File: config.mk
export PLATFORM = sky130hd
export DESIGN_NAME = flit_reassembler_flat
export DESIGN_NICKNAME = d
export VERILOG_FILES = /design/src/rtl/flit_reassembler_if.sv /design/src/rtl/flit_reassembler.sv /design/src/flat_wrapper.sv
export SDC_FILE = /design/constraint.sdc
export NUM_CORES = 1
export LEC_CHECK = 0
export ABC_AREA = 1
export CAP_MARGIN = 25
export CORE_AREA = 2 2 220 168
export CTS_CLUSTER_DIAMETER = 120
export DETAILED_ROUTE_END_ITERATION = 16
export DIE_AREA = 0 0 222 170
export PLACE_DENSITY = 0.66
export SLEW_MARGIN = 20
export SYNTH_ARGS = -nofsm -noshare
export SYNTH_HDL_FRONTEND = slang
export SYNTH_SLANG_ARGS = --single-unit
File: constraint.sdc
create_clock -name clk -period 29.9 [get_ports clk]
set_input_delay 5.98 -clock clk [delete_from_list [all_inputs] [get_ports clk]]
set_output_delay 5.98 -clock clk [all_outputs]
set_load 0.05 [all_outputs]
File: src/rtl/flit_reassembler_if.sv
// Flit-in / packet-out bundle for flit_reassembler.
// The master drives flits and the packet ready; the slave is the reassembler.
interface flit_reassembler_if #(
    parameter int MAX_FLITS  = 8,
    parameter int DATA_WIDTH = 32
);
    logic [DATA_WIDTH+1:0]           flit_in;
    logic                            flit_valid;
    logic                            flit_ready;
    logic                            pkt_valid;
    logic                            pkt_ready;
    logic [7:0]                      pkt_src;
    logic [7:0]                      pkt_dst;
    logic [7:0]                      pkt_id;
    logic [3:0]                      pkt_len;
    logic [MAX_FLITS*DATA_WIDTH-1:0] pkt_payload;
    logic                            err_pulse;
    logic [7:0]                      err_count;

    modport master (
        output flit_in, flit_valid, pkt_ready,
        input  flit_ready, pkt_valid, pkt_src, pkt_dst, pkt_id, pkt_len,
        input  pkt_payload, err_pulse, err_count
    );

    modport slave (
        input  flit_in, flit_valid, pkt_ready,
        output flit_ready, pkt_valid, pkt_src, pkt_dst, pkt_id, pkt_len,
        output pkt_payload, err_pulse, err_count
    );
endinterface

File: src/rtl/flit_reassembler.sv
// Collects HEAD/BODY/TAIL flits into one packet and holds it until the consumer takes it.
// Protocol violations are counted (saturating) and reported with a one-cycle pulse.
module flit_reassembler #(
    parameter int MAX_FLITS  = 8,
    parameter int DATA_WIDTH = 32
) (
    input  logic            clk,
    input  logic            rst,
    flit_reassembler_if.slave bus
);
    typedef enum logic [1:0] {IDLE, RECV, DONE} state_t;

    localparam logic [1:0] T_HEAD = 2'd0;
    localparam logic [1:0] T_BODY = 2'd1;
    localparam logic [1:0] T_TAIL = 2'd2;
    localparam logic [4:0] MAX_LEN = 5'(MAX_FLITS);

    state_t                r_state;
    state_t                w_state_nxt;
    logic [7:0]            r_src;
    logic [7:0]            r_dst;
    logic [7:0]            r_id;
    logic [3:0]            r_len;
    logic [3:0]            r_count;
    logic [DATA_WIDTH-1:0] r_words [MAX_FLITS];
    logic                  r_err_pulse;
    logic [7:0]            r_err_count;

    logic [1:0]            w_type;
    logic [DATA_WIDTH-1:0] w_data;
    logic [3:0]            w_hd_len;
    logic                  w_hd_ok;
    logic                  w_accept;
    logic [4:0]            w_cnt_inc;
    logic                  w_latch;
    logic                  w_store;
    logic                  w_err;

    assign w_type    = bus.flit_in[DATA_WIDTH+1:DATA_WIDTH];
    assign w_data    = bus.flit_in[DATA_WIDTH-1:0];
    assign w_hd_len  = w_data[7:4];
    assign w_hd_ok   = (w_hd_len != 4'd0) && ({1'b0, w_hd_len} <= MAX_LEN);
    assign w_accept  = bus.flit_valid && (r_state != DONE);
    assign w_cnt_inc = {1'b0, r_count} + 5'd1;

    always_ff @(posedge clk or posedge rst) begin
        if (rst) r_state <= IDLE;
        else     r_state <= w_state_nxt;
    end

    // NOPE flits fall through every branch: accepted, but no effect.
    always_comb begin
        w_state_nxt = r_state;
        w_latch     = 1'b0;
        w_store     = 1'b0;
        w_err       = 1'b0;
        case (r_state)
            IDLE: begin
                if (w_accept) begin
                    if (w_type == T_HEAD) begin
                        if (w_hd_ok) begin
                            w_latch     = 1'b1;
                            w_state_nxt = RECV;
                        end else begin
                            w_err = 1'b1;
                        end
                    end else if (w_type == T_BODY || w_type == T_TAIL) begin
                        w_err = 1'b1;
                    end
                end
            end
            RECV: begin
                if (w_accept) begin
                    if (w_type == T_HEAD) begin
                        // The aborted packet and a bad new head share one error.
                        w_err = 1'b1;
                        if (w_hd_ok) w_latch     = 1'b1;
                        else         w_state_nxt = IDLE;
                    end else if (w_type == T_BODY) begin
                        if (w_cnt_inc < {1'b0, r_len}) begin
                            w_store = 1'b1;
                        end else begin
                            w_err       = 1'b1;
                            w_state_nxt = IDLE;
                        end
                    end else if (w_type == T_TAIL) begin
                        if (w_cnt_inc == {1'b0, r_len}) begin
                            w_store     = 1'b1;
                            w_state_nxt = DONE;
                        end else begin
                            w_err       = 1'b1;
                            w_state_nxt = IDLE;
                        end
                    end
                end
            end
            DONE: begin
                if (bus.pkt_ready) w_state_nxt = IDLE;
            end
            default: w_state_nxt = IDLE;
        endcase
    end

    always_ff @(posedge clk or posedge rst) begin
        if (rst) begin
            r_src   <= '0;
            r_dst   <= '0;
            r_id    <= '0;
            r_len   <= '0;
            r_count <= '0;
            for (int k = 0; k < MAX_FLITS; k++) r_words[k] <= '0;
        end else begin
            if (w_latch) begin
                r_src   <= w_data[31:24];
                r_dst   <= w_data[23:16];
                r_id    <= w_data[15:8];
                r_len   <= w_hd_len;
                r_count <= '0;
            end else if (w_store) begin
                r_count <= w_cnt_inc[3:0];
            end
            for (int k = 0; k < MAX_FLITS; k++) begin
                if (w_latch)                          r_words[k] <= '0;
                else if (w_store && r_count == 4'(k)) r_words[k] <= w_data;
            end
        end
    end

    always_ff @(posedge clk or posedge rst) begin
        if (rst) begin
            r_err_pulse <= 1'b0;
            r_err_count <= '0;
        end else begin
            r_err_pulse <= w_err;
            if (w_err && r_err_count != 8'hFF) r_err_count <= r_err_count + 8'd1;
        end
    end

    assign bus.flit_ready = (r_state != DONE);
    assign bus.pkt_valid  = (r_state == DONE);
    assign bus.pkt_src    = r_src;
    assign bus.pkt_dst    = r_dst;
    assign bus.pkt_id     = r_id;
    assign bus.pkt_len    = r_len;
    assign bus.err_pulse  = r_err_pulse;
    assign bus.err_count  = r_err_count;

    for (genvar g = 0; g < MAX_FLITS; g++) begin : g_payload
        assign bus.pkt_payload[g*DATA_WIDTH +: DATA_WIDTH] = r_words[g];
    end
endmodule

File: src/flat_wrapper.sv
// flat-port wrapper written by rule: the top's interface ports become plain ports
module flit_reassembler_flat 
#(
    parameter int MAX_FLITS  = 8,
    parameter int DATA_WIDTH = 32
)
  (clk, rst, bus_flit_in, bus_flit_valid, bus_pkt_ready, bus_flit_ready, bus_pkt_valid, bus_pkt_src, bus_pkt_dst, bus_pkt_id, bus_pkt_len, bus_pkt_payload, bus_err_pulse, bus_err_count);
  flit_reassembler_if #(.MAX_FLITS(MAX_FLITS), .DATA_WIDTH(DATA_WIDTH)) bus_i ();
  input  logic clk;
  input  logic rst;
  input wire logic [$bits(bus_i.flit_in)-1:0] bus_flit_in;
  input wire logic [$bits(bus_i.flit_valid)-1:0] bus_flit_valid;
  input wire logic [$bits(bus_i.pkt_ready)-1:0] bus_pkt_ready;
  output wire logic [$bits(bus_i.flit_ready)-1:0] bus_flit_ready;
  output wire logic [$bits(bus_i.pkt_valid)-1:0] bus_pkt_valid;
  output wire logic [$bits(bus_i.pkt_src)-1:0] bus_pkt_src;
  output wire logic [$bits(bus_i.pkt_dst)-1:0] bus_pkt_dst;
  output wire logic [$bits(bus_i.pkt_id)-1:0] bus_pkt_id;
  output wire logic [$bits(bus_i.pkt_len)-1:0] bus_pkt_len;
  output wire logic [$bits(bus_i.pkt_payload)-1:0] bus_pkt_payload;
  output wire logic [$bits(bus_i.err_pulse)-1:0] bus_err_pulse;
  output wire logic [$bits(bus_i.err_count)-1:0] bus_err_count;
  assign bus_i.flit_in = bus_flit_in;
  assign bus_i.flit_valid = bus_flit_valid;
  assign bus_i.pkt_ready = bus_pkt_ready;
  assign bus_flit_ready = bus_i.flit_ready;
  assign bus_pkt_valid = bus_i.pkt_valid;
  assign bus_pkt_src = bus_i.pkt_src;
  assign bus_pkt_dst = bus_i.pkt_dst;
  assign bus_pkt_id = bus_i.pkt_id;
  assign bus_pkt_len = bus_i.pkt_len;
  assign bus_pkt_payload = bus_i.pkt_payload;
  assign bus_err_pulse = bus_i.err_pulse;
  assign bus_err_count = bus_i.err_count;
  flit_reassembler #(.MAX_FLITS(MAX_FLITS), .DATA_WIDTH(DATA_WIDTH)) u_core (.clk(clk), .rst(rst), .bus(bus_i));
endmodule
Word-level counts from Yosys, hierarchy flattened:

Index checks and enable logic that the tools add are counted.

* add/subtract/negate cells: 2
* order comparisons: 2
* equality and inequality tests: 22
* multiplexer cells: 52
* reductions and logical operators: 27

Operator list (number)
* 2-to-1 mux 32 bit: 16
* 2-to-1 mux 2 bit: 11
* 2-to-1 mux 1 bit: 21
* nonzero test 2 bit: 9
* == test 4 x 3 -> 1 bit, second input constant: 4
* logical AND 1 bit: 11
* adder 8 x 1 -> 8 bit, second input constant: 1
* == test 4 x 2 -> 1 bit, second input constant: 2
* 2-to-1 mux 4 bit: 2
* inequality test 2 x 1 -> 1 bit, second input constant: 4
* inequality test 8 bit, second input constant: 1
* AND reduction 8 bit: 1
* case mux 2 bit (3 select lines): 1
* adder 4 x 1 -> 5 bit, second input constant: 1
* == test 5 x 4 -> 1 bit: 1
* < comparator 5 x 4 -> 1 bit: 1
* == test 2 x 1 -> 1 bit, second input constant: 2
* == test 2 bit, second input constant: 2
* == test 4 x 1 -> 1 bit, second input constant: 1
* less-or-equal comparator 4 bit, second input constant: 1
* logical NOT 2 bit: 2
* logical NOT 4 bit: 1
* inequality test 2 bit, second input constant: 2
* inequality test 4 x 1 -> 1 bit, second input constant: 1
* other kinds (6): 6

* register bits after elaboration: 299
* input port bits: 38

Longest topological paths before layout:

* depth in word-level cells: 11
* gate-level depth with buffers: 14
* gate-level depth less buffers: 12

Least setup slack after synthesis:

No wires, ideal clock.

* path type: register to output
* from: reg u_core.r_state[1]
* to: out bus_flit_ready
* arrival time: 1.588 ns
* data required time: 23.920 ns
* setup slack: 22.332 ns
* cell stages (with the launch flop): 4
* buffers on the path: 0
* cell sequence: dfrtp_1 inv_1 nor2_1 inv_1

* longest elaborated chain between the ends: 1

RTL lines
* start: declaration: RTL line flit_reassembler.sv:18 `state_t r_state;`
* start signal: assignment: RTL line flit_reassembler.sv:48 `else r_state <= w_state_nxt;`
* inequality test 2 bit: RTL line flit_reassembler.sv:139 `assign bus.flit_ready = (r_state != DONE);`
* end: declaration: RTL line flat_wrapper.sv:14 `output wire logic [$bits(bus_i.flit_ready)-1:0] bus_flit_ready;`

No other way between the ends.

Worst setup path in the final report:

* from: in bus_flit_in[32]
* to: reg u_core.r_words, in the netlist u_core.bus.pkt_payload[65]

* longest elaborated chain between the ends: 8
* elaborated cells between the ends (all ways): 14
* those cells by class: eq/ne: 2; mux: 9; reduce/logical: 3

RTL lines
* start: declaration: RTL line flat_wrapper.sv:11 `input wire logic [$bits(bus_i.flit_in)-1:0] bus_flit_in;`
* == test 2 bit: RTL line flit_reassembler.sv:86 `end else if (w_type == T_TAIL) begin`
* 2-to-1 mux 1 bit: RTL line flit_reassembler.sv:86
* 2-to-1 mux 1 bit: RTL line flit_reassembler.sv:79 `end else if (w_type == T_BODY) begin`
* 2-to-1 mux 1 bit: RTL line flit_reassembler.sv:74 `if (w_type == T_HEAD) begin`
* 2-to-1 mux 1 bit: RTL line flit_reassembler.sv:73 `if (w_accept) begin`
* 2-to-1 mux 1 bit: RTL line flit_reassembler.sv:57 `case (r_state)`
* logical AND 1 bit: RTL line flit_reassembler.sv:124 `else if (w_store && r_count == 4'(k)) r_words[k] <= w_data;`
* nonzero test 2 bit (no source line)
* end signal: indexed assignment: RTL line flit_reassembler.sv:124
* end: declaration: RTL line flit_reassembler.sv:25 `logic [DATA_WIDTH-1:0] r_words [MAX_FLITS];`

Several ways; a longest one is shown, not always the timed one.
A chain may end at the register's enable or synchronous reset.

==> results.py <==
metrics = {
    "pwr": {
        "ir_drop_uv": 60.86,
        "internal_power_w": 0.0009519,
        "p_leak_nw": 9.001,
        "netSwitchingPower_w": 0.0006571,
        "p_comb_share_pct": 38.3,
        "pwr-share-clk_pct": 28.6,
        "seq_power_share_pct": 33.1,
        "swShare_pct": 40.84,
        "powerDensity_mw_per_mm2": 89.51,
    },
    "critical_path": {
        "worstPathRequired_ns": 30.29,
        "cp.arrival_ns": 9.89,
        "cp_max_fo": 106,
        "reg2reg_slack_ns": 25.72,
        "worstRegToRegCells": 13,
        "cp-startpoint": "bus_flit_in[32]",
        "r2r-start": "u_core.r_count[0]",
        "worst_setup_path_end_kind": "flop",
        "timing.rr.end": "u_core.bus.pkt_payload[136]",
        "critPathKind": "primary input to flop",
        "startpoint_type": "primary input",
    },
    "min_path": {
        "hold_start": "u_core.bus.pkt_dst[7]",
        "min_to": "u_core.bus.pkt_dst[7]",
        "min_path_type": "flop to flop",
        "hold_depth": 1,
    },
    "floorplan": {
        "start_util_pct": 37.48,
        "num_rows": 60,
        "die_y_um": 170,
        "core_mm2": 0.03551,
        "die_width_um": 222,
        "dieArea_mm2": 0.03774,
        "io-pin-count": 333,
    },
    "detailed_routing": {
        "wl_per_cell_um": 21.40,
        "drtIter0Drc": 1475,
        "wl_met2_um": 21030,
        "vias_per_cell": 5.437,
        "m1WireLength_um": 20280,
        "routed_wl_um": 47360,
        "route.met3.wl_um": 4993,
        "postRouteAntennaNets": 0,
        "route.detailed.drc": 0,
        "num_vias": 12030,
        "firstDrtPassIters": 7,
        "highest-signal-layer": "met4",
    },
    "cts": {
        "clockBufferDepth": 3,
        "clkTransAtPathRegs_ns": 0.06,
        "ctsResizeCount": 0,
        "clk_latency_ns": 0.52,
        "cts_root_buffer": "clkbuf_16",
        "htree_num_levels": 2,
        "post_cts_buffers": 0,
        "numCtsBuffers": 34,
        "cts_hold_buffers": 0,
        "clock-sinks": 299,
        "cts_tree": "yes",
    },
    "placement": {
        "hpwl_um": 30260,
        "placed_cells": 2149,
        "place_area_mm2": 0.01665,
        "gp_congestion": 0.8440,
        "io_buffers": 332,
    },
    "logic_synthesis": {
        "synth.avg_cell_area_um2": 9.134,
        "synth_nets": 1508,
        "ys_seq_elements": 299,
        "synth_area_mm2": 0.01331,
        "synth_cells": 1457,
        "yosysSeqAreaShare_pct": 56.22,
        "ys.warnings.count": 0,
        "synth.distinct_cells": 31,
    },
    "sta": {
        "rsz0062_at_grt": "no",
        "worst_pin_slew_ns": 1.039,
        "period_share_pct": 31.77,
        "slew_headroom_pct": 30.50,
        "setup_viol_count_final": 0,
        "fmax_mhz": 105.3,
        "final.min_clock_period_ns": 9.498,
        "maxSlewViolCount": 0,
        "hold_ws_ns": 0.4949,
        "tns_ns": 0,
        "skew_ns": 0.009306,
        "finalHoldViolations": 0,
    },
    "layout": {
        "drive_gt1_share_pct": 6.983,
        "synthToLayoutAreaGrowth_pct": 35.09,
        "finalNonFillerCells": 2213,
        "nets": 1774,
        "utilization_pct": 50.63,
        "fin_area_mm2": 0.01798,
        "num-fill-cells": 3226,
    },
    "grt": {
        "grtUsageTotal_pct": 24.73,
        "antenna_found_initial": 2,
        "grt_max_degree": 154,
        "grt_pass1_vias": 11700,
        "gr-total-overflow": 0,
        "grt_pass1_wl_um": 71740,
    },
    "run_status": {
        "status": "completed",
    },
    "flow_run": {
        "cap_violations": 0,
    },
}
[worst max-delay path, cell delays in order]
cell	delay, ns
clkdlybuf4s50_1	0.51
inv_1	0.08
ha_1	0.23
nand2_1	0.10
nor2_2	0.09
nand2_8	0.53
buf_4	0.75
buf_4	0.77
o21ai_4	0.46
nand3_1	0.24
nand2_1	0.09
[layer usage]
metal / GRT usage, % / vias up
li1: - / 5401
met5: 0 / -
met4: 6.375 / 0
met3: 8.305 / 85
met1: 34.20 / 5957
met2: 37.30 / 588
[layout by cell type, fill, tap and decap left out, types with 2 or more instances in the layout]
cell type / synthesis / layout
clkbuf_16: 0 / 37
a21oi_1: 5 / 4
nand2_1: 332 / 332
clkbuf_1: 0 / 5
nand3_1: 528 / 527
buf_16: 0 / 3
nor3_1: 2 / 2
nand4_1: 12 / 12
nand2_2: 2 / 2
mux2_2: 23 / 23
xor2_1: 6 / 6
clkinv_2: 0 / 3
ha_1: 13 / 13
o21ai_1: 4 / 2
nand3_2: 8 / 9
buf_4: 27 / 9
o21ai_4: 1 / 5
inv_1: 65 / 64
bufinv_16: 0 / 5
nor2_2: 3 / 3
xnor2_1: 2 / 2
o21ai_2: 5 / 3
dfrtp_1: 299 / 299
nand2_8: 0 / 2
a21oi_2: 1 / 2
o21ai_0: 3 / 3
nor2_1: 19 / 19
clkdlybuf4s50_1: 0 / 332
clkbuf_8: 0 / 9
[synthesized netlist by cell type (all sizes together)]
master,count,area (µm²)
mux2,25,285.3
nand2,336,1281
nor3,2,10.01
or2,2,12.52
nand4,13,96.34
buf,115,711.9
a21oi,6,33.78
inv,66,247.7
xor2,6,52.55
xnor2,2,17.52
ha,13,162.7
o21ai,13,95.09
and2,1,6.260
nand3,536,2723
nor2,22,90.09
dfrtp,299,7482
[sequential cells by signal (all words and copies together) (netlist names)]
name,count
u_core.bus.pkt_payload,256
u_core.bus.err_count,8
u_core.bus.pkt_dst,8
u_core.bus.pkt_id,8
u_core.bus.pkt_src,8
u_core.bus.pkt_len,4
u_core.r_count,4
u_core.r_state,2
u_core.bus.err_pulse,1
[logic make-up (layout without fill, tap and decap cells)]
family          count (synthesis)  after routing  synth area share, %
buf+inv                       181            471                7.211
compound gates                 19             19               0.9684
fa+ha+maj                      13             13                1.222
mux                            25             25                2.144
flops                         299            299                56.22
xor+xnor                        8              8               0.5265
other cells                     0              1                    0
simple gates                  912            912                31.70
[final cells by class]
| class | count | area [µm²] | share of cell area [%] |
|---|---|---|---|
| Antenna cell | 1 | 2.502 | 0.01392 |
| Clock buffer | 51 | 1069 | 5.944 |
| Clock inverter | 9 | 172.7 | 0.9605 |
| Inverter | 66 | 255.2 | 1.420 |
| Multi-Input combinational cell | 977 | 4930 | 27.42 |
| Sequential cell | 299 | 7482 | 41.62 |
| Tap cell | 465 | 581.8 | 3.236 |
| Timing Repair Buffer | 345 | 3485 | 19.38 |
[how the worst max path moves through the flow]
stage                                   to  slack (ns)  cells past startpoint
6_report        u_core.bus.pkt_payload[65]       20.40                     11
5_1_grt        u_core.bus.pkt_payload[251]       20.07                     11
4_1_cts        u_core.bus.pkt_payload[225]       20.44                     11
2_1_floorplan      u_core.bus.err_count[0]       15.66                      1
3_3_place_gp   u_core.bus.pkt_payload[239]       19.97                     11
3_5_place_dp   u_core.bus.pkt_payload[245]       19.89                     11
[power by group through the flow]
stage / combinational, W / sequential (W) / clock [W]
after floorplan: 0.000143 / 0.000783 / 0
after global placement: 0.000605 / 0.000536 / 0
after detailed placement: 0.000611 / 0.000537 / 0
after CTS: 0.000613 / 0.000532 / 0.000465
after global routing: 0.000649 / 0.000541 / 0.000483
final: 0.000616 / 0.000533 / 0.000460
[per-stage QoR]
step,power [W],setup slack (ns)
final,0.001609,20.40
after global routing,0.001672,20.07
after CTS,0.001610,20.44
after detailed placement,0.001148,19.89
after global placement,0.001142,19.97
after floorplan,0.0009259,15.66
(Power assumes the default switching activity.)
